==> src/rtl/conv_window_ctrl.sv <==
// Streaming controller for a 3x3 convolution line buffer.
// Tracks pixel position and flags complete in-frame windows.
module conv_window_ctrl #(
    parameter int DATA_WIDTH = 16,
    parameter int IMG_WIDTH  = 4,
    parameter int IMG_HEIGHT = 4
) (
    input  logic                          clk,
    input  logic                          reset,
    input  logic                          start,
    input  logic                          s_valid,
    input  logic [DATA_WIDTH-1:0]         s_data,
    output logic                          s_ready,
    output logic                          lb_en,
    output logic [DATA_WIDTH-1:0]         lb_din,
    output logic                          win_valid,
    input  logic                          m_ready,
    output logic [$clog2(IMG_HEIGHT)-1:0] win_row,
    output logic [$clog2(IMG_WIDTH)-1:0]  win_col,
    output logic                          busy,
    output logic                          frame_done
);

    localparam int RW = $clog2(IMG_HEIGHT);
    localparam int CW = $clog2(IMG_WIDTH);
    localparam logic [RW-1:0] ROW_MAX = RW'(IMG_HEIGHT - 1);
    localparam logic [CW-1:0] COL_MAX = CW'(IMG_WIDTH - 1);

    typedef enum logic [1:0] {
        IDLE,
        STREAM,
        DRAIN
    } state_t;

    state_t        state;
    state_t        state_nx;
    logic [RW-1:0] row;
    logic [CW-1:0] col;
    logic          accept;
    logic          last_px;
    logic          win_hit;
    logic          done_nx;

    assign s_ready = (state == STREAM) && (!win_valid || m_ready);
    assign lb_en   = s_valid && s_ready;
    assign lb_din  = s_data;
    assign accept  = lb_en;
    assign busy    = (state != IDLE);
    assign last_px = (row == ROW_MAX) && (col == COL_MAX);
    assign win_hit = (row >= RW'(2)) && (col >= CW'(2));

    always_comb begin
        state_nx = state;
        done_nx  = 1'b0;
        unique case (state)
            IDLE: begin
                if (start) state_nx = STREAM;
            end
            STREAM: begin
                if (accept && last_px) state_nx = DRAIN;
            end
            DRAIN: begin
                if (!win_valid || m_ready) begin
                    state_nx = IDLE;
                    done_nx  = 1'b1;
                end
            end
            default: state_nx = IDLE;
        endcase
    end

    always_ff @(posedge clk or negedge reset) begin
        if (!reset) begin
            state      <= IDLE;
            frame_done <= 1'b0;
        end else begin
            state      <= state_nx;
            frame_done <= done_nx;
        end
    end

    // Position of the next pixel to be accepted.
    always_ff @(posedge clk or negedge reset) begin
        if (!reset) begin
            row <= '0;
            col <= '0;
        end else if (state == IDLE && start) begin
            row <= '0;
            col <= '0;
        end else if (accept) begin
            if (col == COL_MAX) begin
                col <= '0;
                row <= (row == ROW_MAX) ? '0 : row + RW'(1);
            end else begin
                col <= col + CW'(1);
            end
        end
    end

    // An accept both retires any pending window and loads the next one.
    always_ff @(posedge clk or negedge reset) begin
        if (!reset) begin
            win_valid <= 1'b0;
            win_row   <= '0;
            win_col   <= '0;
        end else if (accept) begin
            win_valid <= win_hit;
            if (win_hit) begin
                win_row <= row - RW'(2);
                win_col <= col - CW'(2);
            end
        end else if (win_valid && m_ready) begin
            win_valid <= 1'b0;
        end
    end

endmodule

==> config.mk <==
export PLATFORM = sky130hd
export DESIGN_NAME = conv_window_ctrl
export DESIGN_NICKNAME = d
export VERILOG_FILES = /design/src/rtl/conv_window_ctrl.sv
export SDC_FILE = /design/constraint.sdc
export NUM_CORES = 1
export LEC_CHECK = 0
export ABC_AREA = 1
export CELL_PAD_IN_SITES_DETAIL_PLACEMENT = 0
export CELL_PAD_IN_SITES_GLOBAL_PLACEMENT = 1
export CORE_ASPECT_RATIO = 1.4
export CORE_MARGIN = 2
export CORE_UTILIZATION = 25
export DETAILED_ROUTE_END_ITERATION = 8
export PLACE_DENSITY = 0.86
export SYNTH_ARGS = -nofsm -noshare
export SYNTH_HDL_FRONTEND = slang
export SYNTH_SLANG_ARGS = --single-unit
==> constraint.sdc <==
create_clock -name clk -period 1.7 [get_ports clk]
set_input_delay 0.255 -clock clk [delete_from_list [all_inputs] [get_ports clk]]
set_output_delay 0.255 -clock clk [all_outputs]
set_load 0.01 [all_outputs]
==> impl_metrics.csv <==
group,metric,value,unit
job,drv_cap,0,
placed_design,place_ws,-0.195,ns
global_route,met1_usage,7.67,%
worst_setup_path,arrival,1.36,ns
worst_setup_path,crit_fanout,4,
global_route,grt_usage,8.56,%
route,vias,518,
sta,worstMarginPinSlew,0.547,ns
sta,max_freq,619,MHz
floorplan,die_w,50.4,um
global_route,grt.overflow.total,0,
global_route,use_met3,3.88,%
cts,clk_pin_slew_worst_paths,0.05,ns
sta,hold_viol_final,0,
global_route,top_usage_layer,"met2",
synthesis,synth.avg_cell_area,8.56,sq um
sta,fin_skew,0.000715,ns
sta,rsz0062_at_grt,"no",
cts,clk_latency,0.24,ns
global_route,antenna_found_initial,0,
cts,ctsResizeCount,3,
power_and_ir_drop,intPower,0.853,mW
power_and_ir_drop,p_sw,0.522,mW
sta,period_share,95.0,%
synthesis,syn_inst,88,
cells_and_area,antenna_cells,0,
cts,htreeDepth,1,
floorplan,die_h,68.9,um
route,drcViolationCount,0,
worst_setup_path,r2r_start,"row[0]$_DFFE_PN0P_",
placed_design,port_buffers,13,
cells_and_area,nets,116,
global_route,grt_max_degree,13,
floorplan,io_pins,46,
synthesis,synthDistinctLibCells,19,
synthesis,syn_area,753,sq um
cts,cts_root_buf,"clkbuf_8",
status,outcome,"complete, no violations",
cells_and_area,nFillCells,319,
sta,fin_crit,1.61,ns
floorplan,start_util,26.2,%
synthesis,synth_seq_cells,12,
route,drtAntennaViolNets,0,
synthesis,yosys.area.top_type_share,39.9,%
route,drtIter0Drc,1,
synthesis,synth_top_area_cell,"dfrtp_1",
cts,cts_hold_buf,0,
sta,finalWorstSetupSlack,0.0856,ns
sta,relSlewSlack,63.4,%
global_route,grt_pass1_wl,2.16,mm
power_and_ir_drop,seq_power_share,35.0,%
route,drt_wl_total,1.19,mm
placed_design,gp_congestion,0.730,
synthesis,synth_area_leaders,"dfrtp_1, buf_4, nand2_1, ha_1, inv_1",
synthesis,seq_area_frac_synth,39.9,%
global_route,grt_use_met2,15.1,%
sta,setup_viol,0,
route,wire_per_inst,9.47,um
power_and_ir_drop,clkPwrFrac,18.2,%
floorplan,die-area,3470,sq um
worst_setup_path,path_cells,"inv_1 > nand2_1 > clkdlybuf4s50_1",
power_and_ir_drop,p_leak,0.435,nW
synthesis,yosysWarnings,0,
floorplan,num_rows,23,
power_and_ir_drop,power_density,1610,nW/um^2
min_path,hold_class,"primary input to async pin",
cts,cts_tree,"built",
worst_setup_path,cp-end-kind,"output pin",
cts,cts_setup_buffers,0,
worst_setup_path,reg2reg_depth,6,
cells_and_area,syn2layout_area_growth,13.5,%
cts,cts_sinks,12,
cts,numCtsBuffers,3,
sta,final_max_slew_viol_count,0,
worst_setup_path,worst_path_max_delay_cell,"clkdlybuf4s50_1",
floorplan,core-area,2880,sq um
worst_setup_path,ff2ff_setup_slack,0.39,ns
power_and_ir_drop,comb_power_share,46.8,%
cts,clockBufferDepth,2,
placed_design,hpwl,943,um
route,first_pass_iters,4,
worst_setup_path,startpoint,"state[1]$_DFFE_PN0P_",
sta,whs,0.376,ns
cells_and_area,layout-drive-gt1-share,14.6,%
worst_setup_path,critPathKind,"register to output pin",
worst_setup_path,max_stage_delay,0.53,ns
synthesis,syn_nets,113,
power_and_ir_drop,ir_drop,401,uV
worst_setup_path,startpoint_type,"register",
route,via_per_inst,4.11,
power_and_ir_drop,switching_share,38.0,%
worst_setup_path,crit_required,1.44,ns
global_route,first_global_vias,534,
[worst max-delay path, delay by kind of cell (launching register included)]
family	cells	cell delay, ns
buf+inv	2	0.64
simple gates	1	0.08
flops	1	0.41
[synthesized netlist by cell type]
master,count
dfrtp_1,12
nor2_4,1
inv_1,11
nor3_1,2
o21ai_1,5
inv_2,1
nand2_1,21
ha_1,4
nand3_2,2
nand3_1,2
o22ai_1,1
o32ai_1,1
buf_4,16
buf_6,1
o21ai_2,1
nor2_8,1
or2_2,1
nor2_1,3
o21ai_0,2
[registers in the layout, indices dropped and copies added, names as in the netlist]
register    count
win_valid       1
state           2
win_col         2
col             2
frame_done      1
win_row         2
row             2
[per-layer routing]
| layer | wire length (um) | up-vias | part of all wire [%] |
|---|---|---|---|
| li1 | - | 261 | - |
| met1 | 445 | 230 | 37 |
| met2 | 610 | 23 | 51 |
| met3 | 99 | 4 | 8.3 |
| met4 | 37 | 0 | 3.1 |
| met5 | 0 | - | 0 |
[placed cells by master (no fill, tap or decap), drive strengths merged]
cell type      count
inv               12
dfrtp             12
clkbuf             3
dlygate4sd2        2
ha                 4
o32ai              1
nor2               5
clkdlybuf4s50     11
or2                1
nand3              4
nor3               2
o22ai              1
buf                2
o21ai              8
nand2             21
[through the flow]
stage	utilization (%)	area [sq um]	cells	setup TNS, ns	power (mW)
global route	29.7	855	126	0	1.51
CTS	29.7	855	126	0	1.40
global placement	28.3	813	123	-0.266	1.14
floorplan	-	753	88	0	0.934
finish	29.7	855	126	0	1.37
detailed placement	28.3	813	123	-0.296	1.15
[cell families (layout without fill, tap and decap cells)]
family          after synthesis  after routing  share of synthesized area [%]
compound gates               10             10                           7.81
fa+ha+maj                     4              4                           6.64
buf+inv                      29             30                           23.4
flops                        12             12                           39.9
simple gates                 33             33                           22.3
[final cells by class]
cell class                      instances  area, sq um  area share, %
Sequential cell                        12          300           35.1
Tap cell                               37         46.3           5.42
Inverter                               12         45.0           5.27
Multi-Input combinational cell         47          279           32.7
Clock buffer                            3         41.3           4.83
Timing Repair Buffer                   15          143           16.7
[worst paths after layout]
path                                           to
max                                          busy
min                          frame_done$_DFF_PN0_
max reg2reg                win_row[0]$_DFFE_PN0P_
min reg2reg                  frame_done$_DFF_PN0_
max in group asynchronous      col[1]$_DFFE_PN0P_
min in group clk             frame_done$_DFF_PN0_
[power groups by stage]
stage | clock network, mW | registers (mW) | logic [mW]
final | 0.251 | 0.481 | 0.644
after global routing | 0.274 | 0.500 | 0.736
after CTS | 0.261 | 0.482 | 0.657
after detailed placement | 0 | 0.484 | 0.669
after global placement | 0 | 0.477 | 0.658
after floorplan | 0 | 0.496 | 0.438
Power figures use the tool's default switching activity.
